## config.mk

```make
export PLATFORM = sky130hd
export DESIGN_NAME = wb_unit
export DESIGN_NICKNAME = d
export VERILOG_FILES = /design/src/rtl/wb_unit.sv
export SDC_FILE = /design/constraint.sdc
export NUM_CORES = 1
export LEC_CHECK = 0
export BUFFER_PORTS_ARGS = -buffer_cell sky130_fd_sc_hd__buf_2
export CAP_MARGIN = 20
export CORE_MARGIN = 2
export CORE_UTILIZATION = 56
export CTS_BUF_LIST = sky130_fd_sc_hd__clkbuf_16
export DETAILED_ROUTE_END_ITERATION = 16
export GPL_ROUTABILITY_DRIVEN = 0
export PLACE_DENSITY = 0.81
export SLEW_MARGIN = 20
export SYNTH_ARGS = -nofsm -noshare
export SYNTH_HDL_FRONTEND = slang
export SYNTH_SLANG_ARGS = --single-unit
```

## constraint.sdc

```tcl
create_clock -name clk -period 3.7 [get_ports clk]
set_input_delay 0.74 -clock clk [delete_from_list [all_inputs] [get_ports clk]]
set_output_delay 0.74 -clock clk [all_outputs]
set_load 0.03 [all_outputs]
```

## src/rtl/wb_unit.sv

```systemverilog
`timescale 1ns/1ps
`default_nettype none
// ============================================================================
// Module      : wb_unit
// Description : Write-back stage. Arbitrates ALU results and buffered LSU
//               results onto one registered register-file write port and
//               tracks pending writes for RAW hazard detection.
// Revision    : 1.0 - initial release
// ============================================================================
module wb_unit #(
    parameter int XLEN           = 32,
    parameter int REG_IDX_WIDTH  = 5,
    parameter int LSU_FIFO_DEPTH = 2
) (
    input  logic                     clk,
    input  logic                     rst,
    input  logic                     alu_valid_i,
    output logic                     alu_ready_o,
    input  logic [REG_IDX_WIDTH-1:0] alu_rd_idx_i,
    input  logic [XLEN-1:0]          alu_rd_wdata_i,
    input  logic                     lsu_valid_i,
    output logic                     lsu_ready_o,
    input  logic [REG_IDX_WIDTH-1:0] lsu_rd_idx_i,
    input  logic [XLEN-1:0]          lsu_rd_wdata_i,
    input  logic                     issue_en_i,
    input  logic [REG_IDX_WIDTH-1:0] issue_rd_idx_i,
    input  logic [REG_IDX_WIDTH-1:0] rs1_idx_i,
    input  logic [REG_IDX_WIDTH-1:0] rs2_idx_i,
    output logic                     rs1_busy_o,
    output logic                     rs2_busy_o,
    output logic                     rd_en_o,
    output logic [REG_IDX_WIDTH-1:0] rd_idx_o,
    output logic [XLEN-1:0]          rd_wdata_o
);

    localparam int c_PTR_W = $clog2(LSU_FIFO_DEPTH);
    localparam int c_CNT_W = c_PTR_W + 1;
    localparam int c_NREG  = 1 << REG_IDX_WIDTH;
    localparam int c_LAST  = LSU_FIFO_DEPTH - 1;

    logic [REG_IDX_WIDTH-1:0] r_fifo_idx  [LSU_FIFO_DEPTH];
    logic [XLEN-1:0]          r_fifo_data [LSU_FIFO_DEPTH];
    logic [c_PTR_W-1:0]       r_wptr;
    logic [c_PTR_W-1:0]       r_rptr;
    logic [c_CNT_W-1:0]       r_count;
    logic [c_NREG-1:0]        r_busy;

    logic                     w_full;
    logic                     w_empty;
    logic                     w_push;
    logic                     w_pop;
    logic                     w_sel;
    logic [REG_IDX_WIDTH-1:0] w_sel_idx;
    logic [XLEN-1:0]          w_sel_data;
    logic [c_NREG-1:0]        w_set_mask;
    logic [c_NREG-1:0]        w_clr_mask;

    function automatic logic [c_PTR_W-1:0] f_inc(input logic [c_PTR_W-1:0] p);
        return (p == c_PTR_W'(c_LAST)) ? '0 : p + 1'b1;
    endfunction

    // Readiness depends on occupancy only, so a same-cycle pop never frees a slot.
    assign w_full      = (r_count == c_CNT_W'(LSU_FIFO_DEPTH));
    assign w_empty     = (r_count == '0);
    assign alu_ready_o = ~rst & ~w_full;
    assign lsu_ready_o = ~rst & ~w_full;
    assign w_push      = lsu_valid_i & lsu_ready_o;

    always_comb begin
        w_pop      = 1'b0;
        w_sel      = 1'b0;
        w_sel_idx  = alu_rd_idx_i;
        w_sel_data = alu_rd_wdata_i;
        if (w_full) begin
            w_pop      = 1'b1;
            w_sel      = 1'b1;
            w_sel_idx  = r_fifo_idx[r_rptr];
            w_sel_data = r_fifo_data[r_rptr];
        end else if (alu_valid_i) begin
            w_sel      = 1'b1;
        end else if (!w_empty) begin
            w_pop      = 1'b1;
            w_sel      = 1'b1;
            w_sel_idx  = r_fifo_idx[r_rptr];
            w_sel_data = r_fifo_data[r_rptr];
        end
    end

    always_ff @(posedge clk or posedge rst) begin
        if (rst) begin
            r_wptr  <= '0;
            r_rptr  <= '0;
            r_count <= '0;
        end else begin
            if (w_push) r_wptr <= f_inc(r_wptr);
            if (w_pop)  r_rptr <= f_inc(r_rptr);
            case ({w_push, w_pop})
                2'b10:   r_count <= r_count + 1'b1;
                2'b01:   r_count <= r_count - 1'b1;
                default: r_count <= r_count;
            endcase
        end
    end

    always_ff @(posedge clk) begin
        if (w_push) begin
            r_fifo_idx[r_wptr]  <= lsu_rd_idx_i;
            r_fifo_data[r_wptr] <= lsu_rd_wdata_i;
        end
    end

    always_ff @(posedge clk or posedge rst) begin
        if (rst) begin
            rd_en_o    <= 1'b0;
            rd_idx_o   <= '0;
            rd_wdata_o <= '0;
        end else begin
            rd_en_o <= w_sel & (w_sel_idx != '0);
            if (w_sel) begin
                rd_idx_o   <= w_sel_idx;
                rd_wdata_o <= w_sel_data;
            end
        end
    end

    // Set is applied after clear so a re-issue on the retiring edge stays busy.
    assign w_set_mask = (issue_en_i && issue_rd_idx_i != '0)
                      ? (c_NREG'(1) << issue_rd_idx_i) : '0;
    assign w_clr_mask = rd_en_o ? (c_NREG'(1) << rd_idx_o) : '0;

    always_ff @(posedge clk or posedge rst) begin
        if (rst) begin
            r_busy <= '0;
        end else begin
            r_busy <= ((r_busy & ~w_clr_mask) | w_set_mask) & ~c_NREG'(1);
        end
    end

    assign rs1_busy_o = r_busy[rs1_idx_i];
    assign rs2_busy_o = r_busy[rs2_idx_i];

endmodule
`default_nettype wire

```

After elaboration in Yosys (flattened, before gate mapping)
Memory sizes are Yosys's and may differ from the RTL's. Cells that the tools add are included.

Register bits after elaboration: 73. RAM bits: 74. Input port bits: 94. Output and inout port bits: 42. Logic and storage cells: 55. Memories: 2.

Memories: r_fifo_data (depth 2, bits a word 32, rd ports 1, clocked after memory_dff 0, write ports 1, RTL line 42) `logic [XLEN-1:0] r_fifo_data [LSU_FIFO_DEPTH];`; r_fifo_idx (depth 2, bits a word 5, rd ports 1, clocked after memory_dff 0, write ports 1, RTL line 41) `logic [REG_IDX_WIDTH-1:0] r_fifo_idx [LSU_FIFO_DEPTH];`.

Add/sub/neg operators: 4. Magnitude comparators: 2. Equality and inequality tests: 3. Shift operators: 2. Mux-type cells: 22. Bitwise logic cells: 8. Reductions and logical operators: 5.

Operators by type and width (number): $mux W32 (5); $shl A1 B5 Y32 const A (2); $and A32 B32 Y32 (1); $not A32 Y32 (1); $or A32 B32 Y32 (1); $mux W5 (3); $lt A5 B6 Y1 const B (2); $mux W1 (11); $bmux W1 S5 (2); $reduce_bool A5 Y1 (2); $eq A2 B2 Y1 const B (2); $pmux W2 S2 (1); $and A1 B1 Y1 (3); $add A1 B1 Y1 const B (2); $add A2 B1 Y2 const B (1); $eq A2 B1 Y1 const B (1); $logic_not A2 Y1 (1); $not A1 Y1 (2); $reduce_bool A2 Y1 (1); $sub A2 B1 Y2 const B (1); $logic_and A1 B1 Y1 (1).

Longest topological paths before layout
Gate-level depths: netlist (run 1).

Depth after elaboration: 6. Depth in mapped cells: 9. Mapped depth without buffers: 7.

Worst setup path after synthesis (run 1)
OpenSTA, ideal clock, no wires.

Path kind: input to register. Start point: input rst. End point: memory r_fifo_data[0][0], enable pin. Library setup time: 431 ps. Arrival time: 3056 ps. Data required time: 3269 ps. Slack: 212 ps. Stages on the path: 3. Path buffers: 0. Path through: nor2_1 -> nand2_1 -> nor2_1.

Longest elaborated chain between the ends: 5.

RTL lines: from (decl) (RTL line 16) `input logic rst,`; $not A1 Y1 (RTL line 66) `assign lsu_ready_o = ~rst & ~w_full;`; $and A1 B1 Y1 (RTL line 66); $and A1 B1 Y1 (RTL line 67) `assign w_push = lsu_valid_i & lsu_ready_o;`; $mux W1 (RTL line 106) `if (w_push) begin`; $mux W1 (implied by the code) (RTL line 108) `r_fifo_data[r_wptr] <= lsu_rd_wdata_i;`; to (decl) (RTL line 42).

No other way between the ends.

Worst setup path in the final report (run 1)
Start point: register r_count[1]. End point: output lsu_ready_o.

Longest elaborated chain between the ends: 3.

RTL lines: from (decl) (RTL line 45) `logic [c_CNT_W-1:0] r_count;`; from (signal assigned) (RTL line 98) `2'b10: r_count <= r_count + 1'b1;`; from (signal assigned) (RTL line 99) `2'b01: r_count <= r_count - 1'b1;`; from (signal assigned) (RTL line 100) `default: r_count <= r_count;`; $eq A2 B2 Y1 (RTL line 63) `assign w_full = (r_count == c_CNT_W'(LSU_FIFO_DEPTH));`; $not A1 Y1 (RTL line 66); $and A1 B1 Y1 (RTL line 66); to (decl) (RTL line 22) `output logic lsu_ready_o,`.

No other way between the ends.

==> summary.md, run 1 <==
| Metric | Value |
|---|---|
| Post-Syn Area | `7130 sq um` |
| Vias after detailed routing | `5,600` |
| Clock sinks | `147` |
| Min-delay src | `lsu_rd_wdata_i[23]` |
| Minimum clock period | `2800 ps` |
| Total of max-cap violations | `0` |
| Slew HR | `28.5%` |
| Worst-Margin Slew | `1070 ps` |
| Reg2reg end | `r_fifo_data[1][4]` |
| Die ar. | `13,600 sq um` |
| Hold path endpoint | `r_fifo_data[1][23]` |
| Worst hold path depth | `1` |
| Non-Filler Instances | `921` |
| Syn Nets | `712` |
| P&R area growth vs syn | `20.2%` |
| Total Wirelength | `17.0 mm` |
| Fin crit share | `75.8%` |
| H-tree Lvls | `4` |
| Largest area contributor in the netlist | `edfxtp_1` |
| Clock root cell | `clkbuf_16` |
| Largest net degree at the start of global routing | `99` |
| Max Slew Vio Count | `0` |
| IO Count | `136` |
| DRC violations left | `0` |
| Drt via density | `6.08` |
| Main area contributors after synthesis | `edfxtp_1, dfrtp_1, o21ai_0, mux2_2, a211oi_1` |
| DP Cell Count | `888` |
| CP required | `2960 ps` |
| Count of different cell masters after synthesis | `36` |
| Routed wire per std cell | `18.5 microns` |
| Final Hold Fails | `0` |
| CTS tree | `built` |
| DP Worst Slack | `944 ps` |
| Die height | `117 microns` |
| Ys flop type | `edfxtp_1` |
| First-pass GRT wire length | `27.1 mm` |
| Share of post-route cells with drive strength above 1 | `28.9%` |
| P_leak | `3.28 nW` |
| Layout Skew | `9.43 ps` |
| RSZ-0062 raised after global routing | `no` |
| Synth top area share | `31.2%` |
| Hold_buf cts | `0` |
| Initial antenna violation count | `2` |
| Worst skew pair latency | `420 ps` |
| 1st-pass router iterations | `5` |
| Max VDD drop | `0.403 mV` |
| Clock slew seen by the registers of the worst setup and hold paths | `60 ps` |
| Crit-path slowest cell | `dfrtp_2` |
| Setup Buffers After CTS | `0` |
| Hold crit path type | `in2reg` |
| TritonCTS Buffers | `17` |
| I/O Buffers | `135` |
| Endpoints failing setup | `0` |
| R2R Path Start | `r_count[1]` |
| Worst setup SP type | `register` |
| CORE AREA | `12,500 sq um` |
| DRT iter0 DRCs | `550` |
| Average size of a mapped cell | `11.6 sq um` |
| Synthesis warning total | `0` |
| Vias in the first global route | `5,610` |
| Count of flip-flops with a built-in enable after synthesis | `74` |
| WS Path Type | `reg2out` |
| Power per Cell Area | `828 nW/um^2` |
| Outcome | `completed` |
| Setup slack, reg-to-reg | `1190 ps` |
| Post-CTS sizing | `0` |
| Synth Instances | `617` |
| Antenna-violating nets left | `0` |
| Row count | `41` |
| Register bit total from synthesis | `147` |
| Sequential area share after synthesis | `56.8%` |
| Crit Path Max Fanout | `66` |
| Dpl hpwl | `11.3 mm` |
| Nets | `830` |
| Max clock buf depth | `2` |
| Worst setup margin | `897 ps` |
| Post-route setup TNS | `0 ps` |
| Remaining global-route overflow | `0` |
| Reg2reg path depth | `3` |
| Worst setup EP type | `output port` |
| Total GRT Usage | `26.2%` |
| Critical Path AT | `2060 ps` |
| Count leader, synth | `o21ai_0` |
| Highest Clock Rate | `357 MHz` |
| Die Width | `117 microns` |
| Starting utilization of the core area | `56.9%` |
| Crit path cell chain | `nor2b_1, nor2_1, buf_2` |
| Async set or reset register ratio after synthesis | `49.7%` |
| Worst path max stage delay | `1070 ps` |
| Most instantiated cells after synthesis | `o21ai_0, edfxtp_1, dfrtp_1` |
[metrics by stage]
stage          hold slack [ps]  power (mW)  util [%]  cell area [sq um]
2_1_floorplan              460        4.47         -               7130
3_3_place_gp               518        5.06      62.9               7880
3_5_place_dp               528        5.18      62.9               7880
4_1_cts                    499        7.10      68.4               8560
5_1_grt                    497        7.50      68.4               8560
6_report                   509        7.10      68.4               8570
[worst max-delay path by stage]
stage	from	endpoint	cells after the start
finish	r_count[1]	lsu_ready_o	3
global route	r_count[1]	lsu_ready_o	3
CTS	r_count[1]	alu_ready_o	3
detailed placement	rs2_idx_i[0]	rs2_busy_o	6
global placement	rs2_idx_i[0]	rs2_busy_o	6
floorplan	rst	r_fifo_data[0][0]	3
[cell usage in the layout, fill, tap and decap left out, drive strengths merged, types with 24 or more instances in the layout]
cell	count
o21ai	106
nand2b	39
edfxtp	74
mux2	32
buf	141
or3	35
a21oi	38
nor3b	32
dfrtp	73
clkbuf	24
a211oi	34
[critical path: cells and delay by family (launching register included)]
kind | cells | cell delay (ps)
buf+inv | 1 | 200
flops | 1 | 1070
simple gates | 2 | 370
[cell type report]
class | count | area [sq um]
fill | 905 | 3950
sequential | 147 | 4050
antenna | 1 | 2.50
inverter | 3 | 11.3
tap | 172 | 215
clock buffer | 24 | 601
clock inverter | 8 | 85.1
multi-input combinational | 425 | 2880
timing repair buffer | 141 | 721
[logic make-up (layout without fill, tap and decap cells)]
family	Yosys count	in the layout	share of synthesized area, %
and+or+nand+nor	170	170	14.5
AOI/OAI and AO/OA	188	188	14.8
muxes	61	61	10.2
adders and majority gates	1	1	0.176
other	0	1	0
xor gates and xnor gates	5	5	0.614
DFF	147	147	56.8
buffers and inverters	45	176	2.93
[sequential cells by signal, indices dropped and copies added (netlist names), 2 cells and up]
name         cells
r_fifo_data     64
r_count          2
r_fifo_idx      10
rd_idx_o         5
rd_wdata_o      32
r_busy          31
[where the power goes]
| group | internal (mW) | switching, mW | leakage (nW) | total, mW |
|---|---|---|---|---|
| Combinational | 0.945 | 1.45 | 1.42 | 2.39 |
| Clock | 1.27 | 0.641 | 0.349 | 1.91 |
| Sequential | 2.26 | 0.541 | 1.51 | 2.80 |
| Total | 4.47 | 2.63 | 3.28 | 7.10 |
[layer usage]
layer / vias up / routed length [microns] / part of all wire, % / GRT usage, %
met5: - / 13 / 0.076 / 0
met4: 2 / 381 / 2.2 / 10.9
li1: 2558 / - / - / -
met2: 293 / 8450 / 50 / 42.8
met1: 2708 / 6710 / 39 / 33.2
met3: 39 / 1460 / 8.6 / 7.26
No activity file was read; power rests on OpenSTA's default activity.
==> run 2: changes to the inputs <==
--- a/config.mk
+++ b/config.mk
@@ -8,11 +8,11 @@
 export BUFFER_PORTS_ARGS = -buffer_cell sky130_fd_sc_hd__buf_2
 export CAP_MARGIN = 20
 export CORE_MARGIN = 2
-export CORE_UTILIZATION = 56
+export CORE_UTILIZATION = 50
 export CTS_BUF_LIST = sky130_fd_sc_hd__clkbuf_16
 export DETAILED_ROUTE_END_ITERATION = 16
 export GPL_ROUTABILITY_DRIVEN = 0
-export PLACE_DENSITY = 0.81
+export PLACE_DENSITY = 0.76
 export SLEW_MARGIN = 20
 export SYNTH_ARGS = -nofsm -noshare
 export SYNTH_HDL_FRONTEND = slang
==> constraint.sdc (replaced) <==
create_clock -name clk -period 2.45 [get_ports clk]
set_input_delay 0.49 -clock clk [delete_from_list [all_inputs] [get_ports clk]]
set_output_delay 0.49 -clock clk [all_outputs]
set_load 0.03 [all_outputs]
==> run 2 against run 1 <==
- clock skew fell by 0.89 ps
- final cell count rose by 1.6%
- combinational power rose by 67%
- routed wire length rose by 3.0%
- critical path depth rose by 2
- register-to-register slack got worse by 720 ps
- utilization fell by 7.2 points
- via count fell by 0.14%
- worst setup slack got worse by 880 ps
- cell area fell by 0.74%
- sequential share of layout area rose by 0.35 points
- largest cell class unchanged
- largest power group unchanged
- highest routed layer unchanged
==> summary.md, run 2 (synthesis gave the netlist of run 1 again) <==
| Metric | Value |
|---|---|
| Die ar. | `15,200 sq um` |
| Critical Path AT | `1940 ps` |
| DP Worst Slack | `138 ps` |
| Routed wire per std cell | `18.7 microns` |
| Final instance area | `8500 sq um` |
| Power per Cell Area | `1200 nW/um^2` |
| R2R Path Start | `r_count[0]` |
| Worst skew pair latency | `410 ps` |
| CORE AREA | `13,900 sq um` |
| Layout Skew | `8.53 ps` |
| Fin crit share | `99.2%` |
| Fill cells | `1,117` |
| IO Count | `136` |
| Reg area | `4050 sq um` |
| Die height | `123 microns` |
| Row count | `43` |
| H-tree Lvls | `4` |
| Worst-Margin Slew | `615 ps` |
| Vias after detailed routing | `5,592` |
| Hold crit path type | `in2async` |
| Vias in the first global route | `5,640` |
| Clock root cell | `clkbuf_16` |
| Final Hold Fails | `0` |
| Highest Clock Rate | `411 MHz` |
| Max VDD drop | `0.595 mV` |
| Final design utilization | `61.3%` |
| Commonest cells after routing, fill and taps aside | `buf_2, o21ai_0, edfxtp_1` |
| Min Hold Slack | `84.0 ps` |
| Max clock buf depth | `2` |
| Clock sinks | `147` |
| Registers with the most flip-flops | `r_fifo_data: 64 flops, rd_wdata_o: 32 flops, r_busy: 31 flops` |
| Max Slew Vio Count | `0` |
| Reg2reg end | `rd_wdata_o[17]` |
| DRT iter0 DRCs | `470` |
| Reg2reg path depth | `5` |
| Dpl hpwl | `12.3 mm` |
| Worst setup EP type | `output port` |
| P&R area growth vs syn | `19.3%` |
| Antenna-violating nets left | `0` |
| WS Path Type | `reg2out` |
| Minimum clock period | `2430 ps` |
| Total GRT Usage | `23.7%` |
| DRC violations left | `0` |
| Outcome | `completed` |
| Drt via density | `5.97` |
| Setup slack, reg-to-reg | `470 ps` |
| Largest Register | `r_fifo_data` |
| TritonCTS Buffers | `17` |
| Area occupied by multi-input gates | `2900 sq um` |
| Remaining global-route overflow | `0` |
| Largest net degree at the start of global routing | `65` |
| Total Wirelength | `17.5 mm` |
| I/O Buffers | `135` |
| First-pass GRT wire length | `27.3 mm` |
| 1st-pass router iterations | `4` |
| Commonest non-fill, non-tap cell in the layout | `buf_2` |
| Max reg flops | `64` |
| Clock slew seen by the registers of the worst setup and hold paths | `60 ps` |
| Initial antenna violation count | `2` |
| Placed Area | `7970 sq um` |
| Slew HR | `59.0%` |
| CTS tree | `built` |
| P_leak | `3.27 nW` |
| Die Width | `123 microns` |
| Setup Buffers After CTS | `0` |
| Starting utilization of the core area | `51.4%` |
| Worst setup SP type | `register` |
| Post-route setup TNS | `0 ps` |
| CP required | `1960 ps` |
| Total of max-cap violations | `0` |
| Worst setup margin | `19.1 ps` |
| Share of post-route cells with drive strength above 1 | `29.5%` |
| Crit Path Max Fanout | `3` |
| # diodes | `0` |
| Endpoints failing setup | `0` |
| Nets | `839` |
run 2: changes by cell type in the layout (fill, tap and decap cells not counted), moves of 2 or more:
cell,delta
nand2b_4,+2
buf_4,+8
clkbuf_16,-6
inv_1,+3
nand2b_1,-2
bufinv_16,-2
run 2: per-stage QoR:
stage	instances	total power, mW
after global routing	936	10.8
after global placement	905	7.73
after CTS	936	10.2
after floorplan	617	6.75
final	936	10.2
after detailed placement	905	7.95
run 2: timing repair:
action / 4_1_cts / 5_1_grt
endpoints found under the setup margin: 0 / 1
hold buffers: 0 / 0
gates resized for setup: 0 / 6
run 2: final cells by class:
cell class,instances,share of cell area [%]
multi-input combinational,425,34.1
timing repair buffer,150,9.49
clock buffer,18,5.30
clock inverter,13,0.662
sequential,147,47.7
inverter,3,0.132
tap,180,2.65
run 2: how the worst max path moves through the flow:
| stage | startpoint | end | slack (ps) | cells past startpoint |
|---|---|---|---|---|
| after floorplan | r_count[1] | r_fifo_data[0][0] | 70 | 5 |
| after global placement | rs2_idx_i[0] | rs2_busy_o | 230 | 6 |
| after detailed placement | rs1_idx_i[0] | rs1_busy_o | 140 | 6 |
| after CTS | r_busy[22] | rs1_busy_o | 40 | 5 |
| after global routing | r_busy[23] | rs1_busy_o | -20 | 5 |
| final | r_busy[22] | rs1_busy_o | 20 | 5 |
run 2: layer usage:
layer  wire length, microns  up-vias  track usage, %  part of all wire [%]
li1                       -     2568               -                     -
met1                   7090     2729            29.5                    40
met2                   8740      249            39.7                    50
met3                   1210       42            5.21                   6.9
met4                    447        4            10.4                   2.6
met5                     27        -               0                  0.15
run 2: power breakdown:
group          internal [mW]  switching, mW
Combinational           1.50           2.47
Clock                   1.31          0.922
Sequential              3.41          0.587
run 2: worst max-delay path: stages, from the launching register on:
cell	delay [ps]
dfrtp_1	420
mux4_2	500
nand2b_4	160
o2111ai_2	90
nand4_1	170
buf_6	180
==> run 3: changes to the inputs <==
--- a/config.mk
+++ b/config.mk
@@ -5,8 +5,10 @@
 export SDC_FILE = /design/constraint.sdc
 export NUM_CORES = 1
 export LEC_CHECK = 0
+export ABC_CLOCK_PERIOD_IN_PS = 2450
 export BUFFER_PORTS_ARGS = -buffer_cell sky130_fd_sc_hd__buf_2
 export CAP_MARGIN = 20
+export CORE_ASPECT_RATIO = 2
 export CORE_MARGIN = 2
 export CORE_UTILIZATION = 50
 export CTS_BUF_LIST = sky130_fd_sc_hd__clkbuf_16
==> run 3 against run 2 <==
- highest routed layer is now met4
- first-iteration DRC count down 46%
- combinational power about the same
- critical path type unchanged
- clock skew up 1.9 ps
==> summary.md, run 3 (synthesis gave the netlist of run 1 again) <==
| Metric | Value |
|---|---|
| DRC violations left | `0` |
| # diodes | `0` |
| CTS tree | `built` |
| 1st-pass router iterations | `5` |
| Row count | `61` |
| CORE AREA | `13,900 sq um` |
| Setup Buffers After CTS | `0` |
| Clock sinks | `147` |
| Nets | `838` |
| P&R area growth vs syn | `20.5%` |
| Final Hold Fails | `0` |
| Hold_buf cts | `0` |
| Worst setup margin | `119 ps` |
| Worst setup EP type | `output port` |
| Layout Skew | `10.4 ps` |
| Highest Clock Rate | `429 MHz` |
| Fin crit share | `95.2%` |
| H-tree Lvls | `4` |
| Clock slew seen by the registers of the worst setup and hold paths | `60 ps` |
| WS Path Type | `reg2out` |
| Reg area | `4050 sq um` |
| Slew HR | `36.9%` |
| Max reg flops | `64` |
| Die Width | `88.4 microns` |
| Vias after detailed routing | `5,548` |
| DRT iter0 DRCs | `252` |
| Max VDD drop | `0.809 mV` |
| Total Wirelength | `18.3 mm` |
| I/O Buffers | `135` |
| Setup slack, reg-to-reg | `460 ps` |
| Max Slew Vio Count | `0` |
| Fill cells | `1,137` |
| Endpoints failing setup | `0` |
| DP Worst Slack | `155 ps` |
| Drt via density | `5.88` |
| Post-route setup TNS | `0 ps` |
| Crit Path Max Fanout | `3` |
| Routed wire per std cell | `19.4 microns` |
| Critical Path AT | `1840 ps` |
| Starting utilization of the core area | `51.3%` |
| Registers with the most flip-flops | `r_fifo_data: 64 flops, rd_wdata_o: 32 flops, r_busy: 31 flops` |
| Total GRT Usage | `24.8%` |
| Vias in the first global route | `5,678` |
| Remaining global-route overflow | `0` |
| Worst Setup SP | `r_busy[21]` |
| Commonest cells after routing, fill and taps aside | `buf_2, o21ai_0, edfxtp_1` |
| Antenna-violating nets left | `0` |
| Power per Cell Area | `1230 nW/um^2` |
| Largest net degree at the start of global routing | `74` |
| Largest Register | `r_fifo_data` |
| Outcome | `completed` |
| TritonCTS Buffers | `17` |
| Initial antenna violation count | `0` |
| Worst-Margin Slew | `939 ps` |
| Worst skew pair latency | `420 ps` |
| P_leak | `3.26 nW` |
| Commonest non-fill, non-tap cell in the layout | `buf_2` |
| Post-CTS sizing | `0` |
| Minimum clock period | `2330 ps` |
| Clock root cell | `clkbuf_16` |
| Max clock buf depth | `2` |
| R2R Path Start | `r_count[1]` |
| Dpl hpwl | `13.1 mm` |
| Share of post-route cells with drive strength above 1 | `30.2%` |
| Hold crit path type | `in2async` |
| Die height | `173 microns` |
| RSZ-0062 raised after global routing | `no` |
| Die ar. | `15,300 sq um` |
| Area occupied by multi-input gates | `2890 sq um` |
| CP required | `1960 ps` |
| Worst setup SP type | `register` |
| Final design utilization | `61.8%` |
| Total of max-cap violations | `0` |
| IO Count | `136` |
| First-pass GRT wire length | `28.6 mm` |
## run 3: cell count changes in the layout (fill, tap and decap cells not counted), moves of 2 or more
cell        change
nand2b_4        -2
clkinvlp_4      +2
inv_6           +2
bufinv_16       +3
inv_1           -6
nand2b_1        +2
clkinv_2        -3
clkinv_4        +4
## run 3: final timing paths
check                                endpoint  cells past startpoint
setup / recovery                   rs1_busy_o                      5
hold / removal                 rd_wdata_o[16]                      3
setup reg to reg                  rd_idx_o[3]                      3
hold reg to reg                     r_busy[7]                      2
max in group asynchronous          r_count[1]                      3
min in group clk           r_fifo_data[1][15]                      1
## run 3: where the power goes
part           switching, mW  leakage [nW]  internal (mW)
clock                   1.04         0.285           1.61
combinational           2.49          1.47           1.47
sequential             0.558          1.51           3.41
total                   4.08          3.26           6.49
## run 3: worst max-delay path, stage by stage (launching register included)
cell and delay, ps:
dfrtp_1 410, mux4_2 440, nand2b_1 180, o2111ai_2 110
nand4_1 110, buf_4 180
## run 3: per-stage QoR
stage	area, sq um	std cells	total power, mW	hold slack (ps)
finish	8590	944	10.6	218
global route	8590	944	11.1	249
CTS	8580	944	10.6	216
detailed placement	7970	913	7.94	522
global placement	7970	913	7.73	516
floorplan	7140	617	6.75	483
## run 3: layer usage
| layer | GRT usage, % | part of all wire (%) | vias to the layer above |
|---|---|---|---|
| li1 | - | - | 2573 |
| met1 | 25.7 | 34 | 2729 |
| met2 | 46.2 | 58 | 209 |
| met3 | 4.92 | 5.3 | 37 |
| met4 | 10.5 | 3.1 | 0 |
| met5 | 0 | 0 | - |
## run 3: final cells by class
cell class              instances  area share (%)
clock buffers                  17            4.95
clock inverters                14            2.10
inverters                       3           0.131
multi-input cells             425            33.6
flip-flops and latches        147            47.2
well taps                     189            2.75
repair buffers                149            9.26
